$ cat src/rtl/dma_block_writer_if.sv
// dma_block_writer_if
//   Memory-port bundle between the block write-back initiator and the
//   shared DMA/RAM. The initiator drives enable/RW/address/data; the memory
//   answers with a stall.
//
//   Signals:
//     mem_en     initiator -> memory  enable for the current access
//     mem_rw     initiator -> memory  0 = write, 1 = idle/read
//     mem_addr   initiator -> memory  ADDR_WIDTH word address
//     mem_wdata  initiator -> memory  DATA_WIDTH write data
//     mem_wait   memory -> initiator  stall; the current access is held
//
//   Modports: master (initiator side), slave (memory side).
interface dma_block_writer_if #(
  parameter int ADDR_WIDTH = 16,
  parameter int DATA_WIDTH = 16
);
  logic                  mem_en;
  logic                  mem_rw;
  logic [ADDR_WIDTH-1:0] mem_addr;
  logic [DATA_WIDTH-1:0] mem_wdata;
  logic                  mem_wait;

  modport master (
    output mem_en,
    output mem_rw,
    output mem_addr,
    output mem_wdata,
    input  mem_wait
  );

  modport slave (
    input  mem_en,
    input  mem_rw,
    input  mem_addr,
    input  mem_wdata,
    output mem_wait
  );
endinterface

$ cat src/rtl/dma_block_writer.sv
// dma_block_writer
//   Write-back initiator for the CNN memory interface. Captures one block of
//   BLOCK_SIZE layer output words in a single cycle and streams it to memory
//   as consecutive single-word writes (mem_rw = 0), one word per cycle unless
//   the memory stalls.
//
//   Ports:
//     clk        in   rising-edge clock
//     rst        in   synchronous, active-high reset
//     start      in   request to write a block (honoured only when idle)
//     base_addr  in   address of word 0, captured with start
//     block_in   in   flattened block, word k at [k*DATA_WIDTH +: DATA_WIDTH]
//     busy       out  high from capture until the last word is accepted
//     done       out  one-cycle pulse after the last word is accepted
//     mem        master modport of dma_block_writer_if (memory port)
//
//   Configuration macro:
//     DMA_WB_RELU_EN  when defined, negative words are stored as zero at
//                     capture (fused ReLU); otherwise words pass bit-exact.
module dma_block_writer #(
  parameter int ADDR_WIDTH = 16,
  parameter int DATA_WIDTH = 16,
  parameter int BLOCK_SIZE = 25
) (
  input  logic                             clk,
  input  logic                             rst,
  input  logic                             start,
  input  logic [ADDR_WIDTH-1:0]            base_addr,
  input  logic [BLOCK_SIZE*DATA_WIDTH-1:0] block_in,
  output logic                             busy,
  output logic                             done,
  dma_block_writer_if.master               mem
);

  localparam int IDX_W = (BLOCK_SIZE > 1) ? $clog2(BLOCK_SIZE) : 1;
  localparam logic [IDX_W-1:0] LAST_IDX = IDX_W'(BLOCK_SIZE - 1);

  typedef enum logic {
    IDLE  = 1'b0,
    WRITE = 1'b1
  } state_t;

  state_t                state_q, state_d;
  logic [IDX_W-1:0]      idx_q, idx_d;
  logic [ADDR_WIDTH-1:0] base_q;
  logic [ADDR_WIDTH-1:0] base_sel;
  logic [DATA_WIDTH-1:0] buf_q    [BLOCK_SIZE];
  logic [DATA_WIDTH-1:0] cap_word [BLOCK_SIZE];

  logic                  capture;
  logic                  accept;
  logic                  done_d;
  logic [ADDR_WIDTH-1:0] addr_d;
  logic [DATA_WIDTH-1:0] wdata_d;

  logic                  en_q;
  logic                  rw_q;
  logic [ADDR_WIDTH-1:0] addr_q;
  logic [DATA_WIDTH-1:0] wdata_q;
  logic                  busy_q;
  logic                  done_q;

  // Word conditioning on the capture path: optional ReLU clamps negative
  // words to zero so the buffer only ever holds the rectified activations.
  for (genvar k = 0; k < BLOCK_SIZE; k++) begin : g_cap
`ifdef DMA_WB_RELU_EN
    assign cap_word[k] = block_in[k*DATA_WIDTH + DATA_WIDTH - 1]
                         ? '0 : block_in[k*DATA_WIDTH +: DATA_WIDTH];
`else
    assign cap_word[k] = block_in[k*DATA_WIDTH +: DATA_WIDTH];
`endif
  end

  // A word leaves the port on any edge where it is presented and not stalled.
  // While in WRITE the registered enable is always high, so the state alone
  // stands in for mem_en here.
  assign accept = (state_q == WRITE) && !mem.mem_wait;

  // Next-state logic plus the next values of the registered memory outputs.
  // Outputs are computed from the next index so that address and data are
  // already valid in the cycle right after capture or acceptance, and held
  // unchanged through a stall (index does not move).
  always_comb begin
    state_d = state_q;
    idx_d   = idx_q;
    capture = 1'b0;
    done_d  = 1'b0;

    case (state_q)
      IDLE: begin
        if (start) begin
          capture = 1'b1;
          idx_d   = '0;
          state_d = WRITE;
        end
      end
      WRITE: begin
        if (accept) begin
          if (idx_q == LAST_IDX) begin
            state_d = IDLE;
            idx_d   = '0;
            done_d  = 1'b1;
          end else begin
            idx_d = idx_q + 1'b1;
          end
        end
      end
      default: begin
        state_d = IDLE;
        idx_d   = '0;
      end
    endcase

    // On the capture cycle the buffer is not yet loaded, so word 0 and the
    // base come straight from the (conditioned) inputs.
    base_sel = capture ? base_addr : base_q;
    addr_d   = '0;
    wdata_d  = '0;
    if (state_d == WRITE) begin
      addr_d  = base_sel + ADDR_WIDTH'(idx_d);
      wdata_d = capture ? cap_word[0] : buf_q[idx_d];
    end
  end

  // State, index, base and registered memory-port outputs.
  always_ff @(posedge clk) begin
    if (rst) begin
      state_q <= IDLE;
      idx_q   <= '0;
      base_q  <= '0;
      en_q    <= 1'b0;
      rw_q    <= 1'b1;
      addr_q  <= '0;
      wdata_q <= '0;
      busy_q  <= 1'b0;
      done_q  <= 1'b0;
    end else begin
      state_q <= state_d;
      idx_q   <= idx_d;
      if (capture) begin
        base_q <= base_addr;
      end
      en_q    <= (state_d == WRITE);
      rw_q    <= (state_d != WRITE);
      addr_q  <= addr_d;
      wdata_q <= wdata_d;
      busy_q  <= (state_d == WRITE);
      done_q  <= done_d;
    end
  end

  // Block buffer: loaded only on capture, so a start while busy cannot
  // disturb it. Contents after reset are irrelevant, hence no reset.
  always_ff @(posedge clk) begin
    if (capture) begin
      for (int k = 0; k < BLOCK_SIZE; k++) begin
        buf_q[k] <= cap_word[k];
      end
    end
  end

  assign mem.mem_en    = en_q;
  assign mem.mem_rw    = rw_q;
  assign mem.mem_addr  = addr_q;
  assign mem.mem_wdata = wdata_q;
  assign busy          = busy_q;
  assign done          = done_q;

endmodule

$ cat src/flat_wrapper.sv
// flat-port wrapper written by rule: the top's interface ports become plain ports
module dma_block_writer_flat 
#(
  parameter int ADDR_WIDTH = 16,
  parameter int DATA_WIDTH = 16,
  parameter int BLOCK_SIZE = 25
)
  (clk, rst, start, base_addr, block_in, busy, done, mem_mem_en, mem_mem_rw, mem_mem_addr, mem_mem_wdata, mem_mem_wait);
  dma_block_writer_if #(.ADDR_WIDTH(ADDR_WIDTH), .DATA_WIDTH(DATA_WIDTH)) mem_i ();
  input  logic clk;
  input  logic rst;
  input  logic start;
  input  logic [ADDR_WIDTH-1:0] base_addr;
  input  logic [BLOCK_SIZE*DATA_WIDTH-1:0] block_in;
  output logic busy;
  output logic done;
  output wire logic [$bits(mem_i.mem_en)-1:0] mem_mem_en;
  output wire logic [$bits(mem_i.mem_rw)-1:0] mem_mem_rw;
  output wire logic [$bits(mem_i.mem_addr)-1:0] mem_mem_addr;
  output wire logic [$bits(mem_i.mem_wdata)-1:0] mem_mem_wdata;
  input wire logic [$bits(mem_i.mem_wait)-1:0] mem_mem_wait;
  assign mem_mem_en = mem_i.mem_en;
  assign mem_mem_rw = mem_i.mem_rw;
  assign mem_mem_addr = mem_i.mem_addr;
  assign mem_mem_wdata = mem_i.mem_wdata;
  assign mem_i.mem_wait = mem_mem_wait;
  dma_block_writer #(.ADDR_WIDTH(ADDR_WIDTH), .DATA_WIDTH(DATA_WIDTH), .BLOCK_SIZE(BLOCK_SIZE)) u_core (.clk(clk), .rst(rst), .start(start), .base_addr(base_addr), .block_in(block_in), .busy(busy), .done(done), .mem(mem_i));
endmodule
$ cat config.mk
export PLATFORM = sky130hd
export DESIGN_NAME = dma_block_writer_flat
export DESIGN_NICKNAME = d
export VERILOG_FILES = /design/src/rtl/dma_block_writer_if.sv /design/src/rtl/dma_block_writer.sv /design/src/flat_wrapper.sv
export SDC_FILE = /design/constraint.sdc
export NUM_CORES = 1
export LEC_CHECK = 0
export ABC_AREA = 1
export CAP_MARGIN = 20
export CORE_MARGIN = 3
export CORE_UTILIZATION = 45
export CTS_BUF_LIST = sky130_fd_sc_hd__clkbuf_8
export DETAILED_ROUTE_END_ITERATION = 8
export PLACE_DENSITY_LB_ADDON = 0.15
export RECOVER_POWER = 25
export SYNTH_ARGS = -nofsm -noshare
export SYNTH_HDL_FRONTEND = slang
export SYNTH_SLANG_ARGS = --single-unit
$ cat constraint.sdc
create_clock -name clk -period 41.2 [get_ports clk]
set_input_delay 8.24 -clock clk [delete_from_list [all_inputs] [get_ports clk]]
set_output_delay 8.24 -clock clk [all_outputs]
set_load 0.05 [all_outputs]
==> impl_summary.txt, run 1 <==
----------------------------------------------------
[Layout]
  Layout filler cell count ... 3495
  Synthesis-to-finish area growth ... 33.1%
  Final layout net count ... 2744
  Combined area of the multi-input logic cells ... 5350 um^2
  Fraction of layout instances using a drive strength above 1 ... 5.81%
  Area taken by flip-flops and latches ... 13100 um^2

[Yosys]
  EDFF count, synth ... 400
  Synth Flop Type ... edfxtp_1
  Post-Syn Nets ... 2301
  Cell taking the most area after synthesis ... edfxtp_1
  Largest cells by area after synthesis ... edfxtp_1 (63%), nand2_1 (16%), dfxtp_1 (5.8%)
  Average instance area after synthesis ... 10.3 um^2
  Mapped Area ... 19200 um^2
  Post-synthesis instance total ... 1873
  Synth top cells by count ... nand2_1 (836), edfxtp_1 (400), nand3_1 (184)
  Sequential fraction of the synthesis area ... 68.4%
  Yosys Warn Count ... 0
  Number of distinct library cell variants in the gate-level netlist after synthesis ... 36
  Portion of synthesized cell area occupied by the leading cell type ... 62.5%
  Yosys reg bits ... 456
  Leading cell type by number of instances after synthesis ... nand2_1
  Post-synthesis async set-or-reset flop share ... 0%

[Global routing]
  All-layer global routing usage ... 26.3%
  Pin count of the biggest net entering global routing ... 197
  Initial antenna violation count ... 24
  Wire length of the first global-routing pass ... 88500 um
  Via count of the first global-routing pass ... 14764
  Aggregate global routing overflow ... 0

[Pwr]
  Static Leakage ... 10.6 nW
  Peak supply drop ... 0.0297 mV
  Cell area power density ... 41.0 nW/um^2
  Total power ... 0.00105 W

[Die]
  Die area ... 45200 um^2
  Number of top-level pins ... 456
  Width of the chip ... 213 um
  Initial Util ... 45.7%
  Die boundary height ... 213 um
  Standard cell core area ... 42000 um^2
  Total number of placement rows ... 75

[Critical path]
  Data arrival, critical path ... 13.57 ns
  Sort of element at the end of the critical path ... register
  Critical path fanouts, max ... 164
  Kind of critical path ... in -> reg
  Critical Path Start Type ... input pin
  CP Data Required Time ... 41.67 ns
  Worst R2R Setup Slack ... 35.73 ns

[Clocking]
  Hold-fix buffer count after cts ... 0
  TritonCTS clock tree ... yes
  CTS Root Cell ... clkbuf_8
  Clock Pin Slew Worst Setup and Hold Paths ... 0.05 ns
  Sinks on the clock net ... 456
  TritonCTS Buffers ... 78
  # Post-CTS Setup Buffers ... 0
  Number of gates resized after cts ... 0
  Clock latency of the later-clocked register in the worst-skew pair ... 0.64 ns
  H-Tree Depth ... 3
  Max clock buf depth ... 3

[STA]
  Clock tree skew after final layout ... 0.0227 ns
  Hold slack ... 0.531 ns
  Setup repair after global routing missed its margin ... no
  Final Setup Violations ... 0
  Least-Margin Pin Slew ... 1.33 ns
  Pins Over Slew Limit ... 0
  Final period utilization ... 31.8%
  Final critical path time including I/O delays and setup ... 13.10 ns
  Peak Freq ... 0.0763 GHz
  Hold Violations, Final ... 0
  Max-slew headroom ... 11.1%
  Accumulated negative setup slack ... 0 ns

[Place]
  Last weighted congestion value of the routability-driven placer ... 0.853
  HPWL Detailed ... 41900 um
  Total of buffers placed on input and output ports ... 455

[Hold path]
  Class of the most critical hold timing path ... reg -> reg

[Detailed routing]
  Number of optimization iterations in the first detailed-route pass ... 6
  # DRC ... 0
  Post-DRT Antenna Nets ... 0
  DR WL/cell ... 20.6 um
  Post-Route WL ... 60500 um
  Post-DR vias/cell ... 5.10
  DRC violation total after the first TritonRoute iteration ... 1551
  Via count of the routed design ... 14971

[Flow run]
  Max-cap violation count ... 0

[Status]
  Result of the run ... complete, no violations

----------------------------------------------------
layout make-up:
type	count	share of cell area (%)
tap	539	2.64
clock buffer	82	4.42
sequential	456	51.4
multi-input combinational	1244	20.9
timing repair buffer	464	18.3
antenna	21	0.206
inverter	72	1.07
clock inverter	57	1.08
layer usage:
layer  track usage (%)  part of all wire (%)
met5                 0                  0.20
met4              9.57                   2.6
met3              6.18                   7.9
met2              41.3                    47
met1              36.0                    42
worst max-delay path, stage by stage:
cell,delay [ns]
clkdlybuf4s50_1,0.49
inv_1,0.07
nor2_4,0.10
buf_12,0.57
clkinv_1,1.01
nand2_4,0.94
buf_4,0.69
fa_1,0.30
inv_1,0.06
nand3_1,0.06
nand2_1,0.08
nand2_1,0.07
nand2_1,0.05
nand2_1,0.09
nor2_1,0.07
nand3_1,0.20
nor2_1,0.06
a21oi_1,0.15
nor3_1,0.06
stage by stage:
step	utilization (%)	area, um^2	instances	setup slack [ns]
3_5_place_dp	57.3	24100	2774	27.19
6_report	60.8	25600	2935	28.10
2_1_floorplan	-	19200	1873	20.41
4_1_cts	60.6	25500	2913	27.84
5_1_grt	60.7	25500	2925	27.62
3_3_place_gp	57.3	24100	2774	27.22
worst paths after layout:
path,startpoint,end,cells past startpoint
setup / recovery,start,u_core.mem.mem_addr[12],19
hold reg to reg,u_core.base_q[15],u_core.base_q[15],2
setup reg to reg,u_core.mem.mem_en,u_core.mem.mem_addr[12],17
hold / removal,u_core.base_q[15],u_core.base_q[15],2
flip-flops by register name, summed over array words and instances (netlist names):
register,cells
u_core.mem.mem_rw,1
u_core.done,1
u_core.mem.mem_wdata,16
u_core.idx_q,5
u_core.mem.mem_en,1
u_core.base_q,16
u_core.buf_q,400
u_core.mem.mem_addr,16
where the power goes:
group | switching [W] | internal (W)
registers | 0.00000777 | 0.000534
logic | 0.0000769 | 0.0000549
clock network | 0.000184 | 0.000191
cells in the final DEF, fill, tap and decap left out, types with 2 or more instances in the layout:
cell	count
nand2_1	836
edfxtp_1	400
clkdlybuf4s50_1	232
dlygate4sd3_1	223
nand3_1	183
nor2_1	87
inv_1	84
clkbuf_8	82
dfxtp_1	56
a21oi_1	47
clkinv_1	24
diode_2	21
o21ai_0	21
nand4_1	18
or2_2	10
inv_2	9
ha_1	7
nor3_1	6
mux2i_1	6
buf_4	6
nor2_4	4
inv_6	4
clkinv_2	4
nand3_2	2
xor2_1	2
nand2_8	2
buf_12	2
logic make-up after synthesis:
logic type | synth area share [%]
AND/OR/NAND/NOR | 24.5
flip-flops | 68.4
buffers and inverters | 4.02
AO/OA/AOI/OAI | 2.05
adder cells (fa/ha/maj) | 0.560
multiplexers | 0.313
XOR/XNOR | 0.137
Power figures use the tool's default switching activity.
==> run 2: changes to the inputs <==
==> constraint.sdc (replaced) <==
create_clock -name clk -period 10.5 [get_ports clk]
set_input_delay 2.1 -clock clk [delete_from_list [all_inputs] [get_ports clk]]
set_output_delay 2.1 -clock clk [all_outputs]
set_load 0.05 [all_outputs]
==> impl_summary.txt, run 2 (synthesis results as in run 1) <==
----------------------------------------------------
[STA]
  Hold slack ... 0.570 ns (+0.0390 ns)
  Peak Freq ... 0.162 GHz
  Max-slew headroom ... 25.9% (+15 points)
  Hold Violations, Final ... 0 (unchanged)
  Final Setup Violations ... 0 (unchanged)
  Setup repair after global routing missed its margin ... no
  Least-Margin Pin Slew ... 1.11 ns (-0.221 ns)
  Pins Over Slew Limit ... 0 (unchanged)
  Accumulated negative setup slack ... 0 ns (unchanged)
  Final critical path time including I/O delays and setup ... 6.18 ns
  Final period utilization ... 58.9%
  Clock tree skew after final layout ... 0.0195 ns (-0.00322 ns)

[Clocking]
  Number of gates resized after cts ... 0 (unchanged)
  # Post-CTS Setup Buffers ... 0 (unchanged)
  Sinks on the clock net ... 456 (unchanged)
  TritonCTS Buffers ... 77 (-1.3%)
  CTS Root Cell ... clkbuf_8
  TritonCTS clock tree ... yes
  Max clock buf depth ... 3 (unchanged)
  Clock latency of the later-clocked register in the worst-skew pair ... 0.62 ns (-0.02 ns)
  H-Tree Depth ... 3 (unchanged)
  Hold-fix buffer count after cts ... 0 (unchanged)
  Clock Pin Slew Worst Setup and Hold Paths ... 0.06 ns (about the same)

[Layout]
  Commonest non-fill, non-tap cell in the layout ... nand2_1
  Cell area after layout ... 25600 um^2 (+0.10%)
  Fraction of layout instances using a drive strength above 1 ... 6.09% (+0.28 points)
  Layout filler cell count ... 3504 (+0.26%)
  Largest Register ... u_core.buf_q
  Final layout net count ... 2745 (+0.036%)
  Leading cell types in the layout, fill and taps excluded ... nand2_1 (836), edfxtp_1 (400), clkdlybuf4s50_1 (232), dlygate4sd3_1 (223), nand3_1 (183)
  Number of flip-flops in the largest register ... 400 (unchanged)
  Synthesis-to-finish area growth ... 33.2%
  Core Util, Final ... 60.9% (+0.063 points)

[Pwr]
  Static Leakage ... 10.6 nW (+0.24%)
  Total power ... 0.00410 W (+290%)
  Peak supply drop ... 0.0969 mV (+230%)
  Cell area power density ... 160 nW/um^2 (+290%)

[Place]
  Cell area after placement ... 24100 um^2 (about the same)
  Total of buffers placed on input and output ports ... 455 (unchanged)
  Last weighted congestion value of the routability-driven placer ... 0.900 (+5.6%)
  HPWL Detailed ... 42700 um (+2.1%)

[Critical path]
  Kind of critical path ... in -> reg
  Number of cells on the worst reg-to-reg path ... 14 (-3)
  Capturing element of the worst setup path ... u_core.mem.mem_addr[11]
  RR Endpoint ... u_core.mem.mem_addr[11]
  Critical path fanouts, max ... 63 (-62%)
  CP Data Required Time ... 10.96 ns (-30.71 ns)
  Launching point of the worst reg2reg path ... u_core.mem.mem_en
  Data arrival, critical path ... 6.64 ns (-6.93 ns)
  Critical Path Start Type ... input pin
  Worst Setup SP ... start
  Sort of element at the end of the critical path ... register
  Worst R2R Setup Slack ... 5.84 ns (-29.89 ns)

[Detailed routing]
  Number of optimization iterations in the first detailed-route pass ... 6 (unchanged)
  DRC violation total after the first TritonRoute iteration ... 1613 (+4.0%)
  Post-Route WL ... 61000 um (+0.82%)
  Post-DR vias/cell ... 5.09 (-0.25%)
  Post-DRT Antenna Nets ... 0 (unchanged)
  Via count of the routed design ... 14980 (+0.060%)
  DR WL/cell ... 20.7 um (+0.51%)
  # DRC ... 0 (unchanged)

[Die]
  Number of top-level pins ... 456 (unchanged)
  Total number of placement rows ... 75 (unchanged)
  Initial Util ... 45.7% (unchanged)
  Standard cell core area ... 42000 um^2 (unchanged)
  Die area ... 45200 um^2 (unchanged)
  Width of the chip ... 213 um (unchanged)
  Die boundary height ... 213 um (unchanged)

[Hold path]
  Class of the most critical hold timing path ... reg -> reg
  Hold path start ... u_core.base_q[6]

[Global routing]
  All-layer global routing usage ... 26.7% (+0.35 points)
  Wire length of the first global-routing pass ... 89100 um (+0.74%)
  Aggregate global routing overflow ... 0 (unchanged)
  Via count of the first global-routing pass ... 14785 (+0.14%)
  Initial antenna violation count ... 35 (+46%)
  Pin count of the biggest net entering global routing ... 206 (+4.6%)

[Flow run]
  Max-cap violation count ... 0 (unchanged)

[Status]
  Result of the run ... complete, no violations

----------------------------------------------------
run 2: cell types whose count changed in the layout (fill, tap and decap cells not counted), sizes merged:
| cell | change |
|---|---|
| clkbuf | +4 |
| inv | -1 |
| diode | +5 |
| bufinv | -1 |
| clkinv | +1 |
| buf | +1 |
run 2: worst min-delay path by stage:
stage	end	depth (start not counted)	slack, ns
detailed placement	u_core.base_q[9]	2	0.56
global placement	u_core.base_q[15]	2	0.53
floorplan	u_core.base_q[15]	2	0.48
CTS	u_core.base_q[6]	2	0.57
finish	u_core.base_q[6]	2	0.57
global route	u_core.base_q[14]	2	0.61
run 2: area by class of cell:
class	count	area [um^2]	share of cell area, %
Antenna cell	26	65.1	0.254
Clock buffer	85	1170	4.57
Clock inverter	56	239	0.934
Inverter	72	273	1.07
Multi-Input combinational cell	1244	5360	20.9
Sequential cell	456	13100	51.3
Tap cell	539	674	2.64
Timing Repair Buffer	466	4670	18.3
run 2: worst max-delay path: stages:
cell,delay (ns)
clkdlybuf4s50_1,0.48
inv_1,0.07
nor2_4,0.11
clkinv_1,0.68
nand2_4,0.90
inv_4,0.37
buf_16,0.31
ha_1,0.35
nand3_1,0.07
nand2_1,0.11
a21o_1,0.12
a21oi_1,0.11
nor2_1,0.30
nand2_1,0.13
o21ai_0,0.17
a21oi_1,0.09
run 2: stage by stage:
step / std cells / worst slack (ns)
after global placement: 2775 / 3.65
after floorplan: 1873 / 2.03
after global routing: 2937 / 3.96
after detailed placement: 2775 / 3.74
final: 2944 / 4.32
after CTS: 2916 / 4.41
run 2: power by group:
| group | internal [W] | switching (W) | total, W | leakage [nW] |
|---|---|---|---|---|
| registers | 0.00209 | 0.0000299 | 0.00212 | 4.27 |
| clock network | 0.000746 | 0.000712 | 0.00146 | 0.834 |
| logic | 0.000215 | 0.000301 | 0.000516 | 5.49 |
run 2: per-layer routing:
metal	track usage, %	share of wire, %	vias up
li1	-	-	7165
met1	36.1	41	6999
met2	41.9	47	686
met3	6.30	8.5	114
met4	10.4	3.0	16
met5	0	0.17	-
==> run 3: changes to the inputs <==
==> constraint.sdc (replaced) <==
create_clock -name clk -period 6.3 [get_ports clk]
set_input_delay 1.26 -clock clk [delete_from_list [all_inputs] [get_ports clk]]
set_output_delay 1.26 -clock clk [all_outputs]
set_load 0.05 [all_outputs]
==> impl_summary.txt, run 3 (synthesis results as in run 1) <==
----------------------------------------------------
[Critical path]
  Critical path fanouts, max ... 193 (+210%)
  RR Endpoint ... u_core.mem.mem_wdata[5]
  Sort of element at the end of the critical path ... register
  Worst Setup SP ... mem_mem_wait
  Data arrival, critical path ... 4.82 ns (-1.82 ns)
  Worst R2R Setup Slack ... 2.39 ns (-3.45 ns)
  Number of cells on the worst reg-to-reg path ... 18 (+4)
  Kind of critical path ... in -> reg
  Critical Path Start Type ... input pin
  Launching point of the worst reg2reg path ... u_core.idx_q[0]
  CP Data Required Time ... 6.86 ns (-4.10 ns)

[Clocking]
  CTS Root Cell ... clkbuf_8
  Clock Pin Slew Worst Setup and Hold Paths ... 0.06 ns (about the same)
  Sinks on the clock net ... 456 (unchanged)
  Hold-fix buffer count after cts ... 0 (unchanged)
  Max clock buf depth ... 3 (unchanged)
  Clock latency of the later-clocked register in the worst-skew pair ... 0.66 ns (+0.04 ns)
  H-Tree Depth ... 3 (unchanged)
  Number of gates resized after cts ... 0 (unchanged)
  TritonCTS clock tree ... yes
  # Post-CTS Setup Buffers ... 0 (unchanged)
  TritonCTS Buffers ... 77 (unchanged)

[Status]
  Result of the run ... complete, no violations

[Global routing]
  Initial antenna violation count ... 32 (-8.6%)
  Wire length of the first global-routing pass ... 92200 um (+3.5%)
  All-layer global routing usage ... 27.7% (+1.1 points)
  Pin count of the biggest net entering global routing ... 194 (-5.8%)
  Aggregate global routing overflow ... 0 (unchanged)
  Via count of the first global-routing pass ... 15155 (+2.5%)

[Die]
  Die boundary height ... 213 um (unchanged)
  Width of the chip ... 213 um (unchanged)
  Die area ... 45200 um^2 (unchanged)
  Initial Util ... 45.7% (unchanged)
  Total number of placement rows ... 75 (unchanged)
  Standard cell core area ... 42000 um^2 (unchanged)
  Number of top-level pins ... 456 (unchanged)

[STA]
  Final Setup Violations ... 0 (unchanged)
  Clock tree skew after final layout ... 0.0209 ns (+0.00133 ns)
  Least-Margin Pin Slew ... 1.26 ns (+0.147 ns)
  Peak Freq ... 0.235 GHz
  Hold slack ... 0.550 ns (-0.0200 ns)
  Pins Over Slew Limit ... 0 (unchanged)
  Hold Violations, Final ... 0 (unchanged)
  Final period utilization ... 67.6%
  Setup repair after global routing missed its margin ... no
  Final critical path time including I/O delays and setup ... 4.26 ns
  Accumulated negative setup slack ... 0 ns (unchanged)
  Max-slew headroom ... 16.1% (-9.8 points)

[Detailed routing]
  Number of optimization iterations in the first detailed-route pass ... 5 (-1)
  DRC violation total after the first TritonRoute iteration ... 1772 (+9.9%)
  Via count of the routed design ... 15278 (+2.0%)
  # DRC ... 0 (unchanged)
  Post-DR vias/cell ... 5.16 (+1.5%)
  Post-Route WL ... 63300 um (+3.7%)
  Post-DRT Antenna Nets ... 0 (unchanged)
  DR WL/cell ... 21.4 um (+3.2%)

[Layout]
  Fraction of layout instances using a drive strength above 1 ... 6.41% (+0.32 points)
  Leading cell types in the layout, fill and taps excluded ... nand2_1 (836), edfxtp_1 (400), clkdlybuf4s50_1 (232), dlygate4sd3_1 (223), nand3_1 (183)
  Synthesis-to-finish area growth ... 33.4%
  Cell area after layout ... 25600 um^2 (+0.18%)
  Number of flip-flops in the largest register ... 400 (unchanged)
  Commonest non-fill, non-tap cell in the layout ... nand2_1
  Final layout net count ... 2752 (+0.26%)
  Largest Register ... u_core.buf_q
  Layout filler cell count ... 3559 (+1.6%)

[Pwr]
  Peak supply drop ... 0.176 mV (+82%)
  Cell area power density ... 267 nW/um^2 (+67%)
  Static Leakage ... 10.6 nW (about the same)

[Place]
  HPWL Detailed ... 44200 um (+3.4%)
  Total of buffers placed on input and output ports ... 455 (unchanged)
  Cell area after placement ... 24100 um^2 (+0.19%)
  Last weighted congestion value of the routability-driven placer ... 0.885 (-1.7%)

[Hold path]
  Class of the most critical hold timing path ... reg -> reg
  Hold path start ... u_core.base_q[15]
  WHS Endpoint ... u_core.base_q[15]
  Min-Delay Path Depth ... 2 (unchanged)

[Flow run]
  Max-cap violation count ... 0 (unchanged)

----------------------------------------------------
## run 3: cell count changes in the layout (fill, tap and decap cells not counted), sizes merged
cell / delta
clkinv: +8
diode: +8
buf: +7
clkbuf: -7
inv: -3
bufinv: +1
clkinvlp: +1
## run 3: per-layer routing
| metal | up-vias | global-route usage, % | share of wire [%] |
|---|---|---|---|
| met5 | - | 0 | 0.12 |
| met4 | 12 | 10.9 | 3.1 |
| met3 | 125 | 7.30 | 9.7 |
| met2 | 768 | 43.0 | 47 |
| met1 | 7189 | 37.6 | 40 |
| li1 | 7184 | - | - |
## run 3: worst max-delay path by stage
stage | end | slack (ns)
floorplan | u_core.buf_q[0][0] | 0.92
global placement | u_core.mem.mem_wdata[3] | 1.53
detailed placement | u_core.mem.mem_addr[11] | 1.47
CTS | u_core.mem.mem_addr[11] | 2.19
global route | u_core.mem.mem_addr[11] | 1.86
finish | u_core.mem.mem_wdata[5] | 2.04
## run 3: final cells by class
type | count | area (um^2) | area share (%)
multi-input cells | 1244 | 5350 | 20.9
clock buffers | 78 | 1070 | 4.19
repair buffers | 473 | 4720 | 18.4
flip-flops and latches | 456 | 13100 | 51.2
inverters | 72 | 273 | 1.06
diodes | 34 | 85.1 | 0.332
clock inverters | 63 | 318 | 1.24
well taps | 539 | 674 | 2.63
## run 3: critical path, stage by stage
cell	delay [ns]
clkdlybuf4s50_1	0.49
xnor2_1	0.29
nand3_4	0.48
nand2_8	0.23
buf_12	0.44
nand2_1	0.20
nand2_1	0.12
nand2_1	0.06
nand2_1	0.14
nand2_1	0.08
nand2_1	0.25
nor2_1	0.07
nand2_1	0.07
nand2_1	0.05
a21oi_1	0.10
## run 3: metrics by stage
stage          util [%]  power (W)  worst slack [ns]  instances
3_3_place_gp       57.4    0.00448              1.53       2782
2_1_floorplan         -    0.00403             0.916       1873
6_report           61.0    0.00684              2.04       2959
4_1_cts            60.7    0.00692              2.19       2923
3_5_place_dp       57.4    0.00449              1.47       2782
5_1_grt            60.9    0.00712              1.86       2945
## run 3: report_power, final
part	switching (W)	internal, W
sequential	0.0000564	0.00349
clock	0.00123	0.00121
combinational	0.000500	0.000363
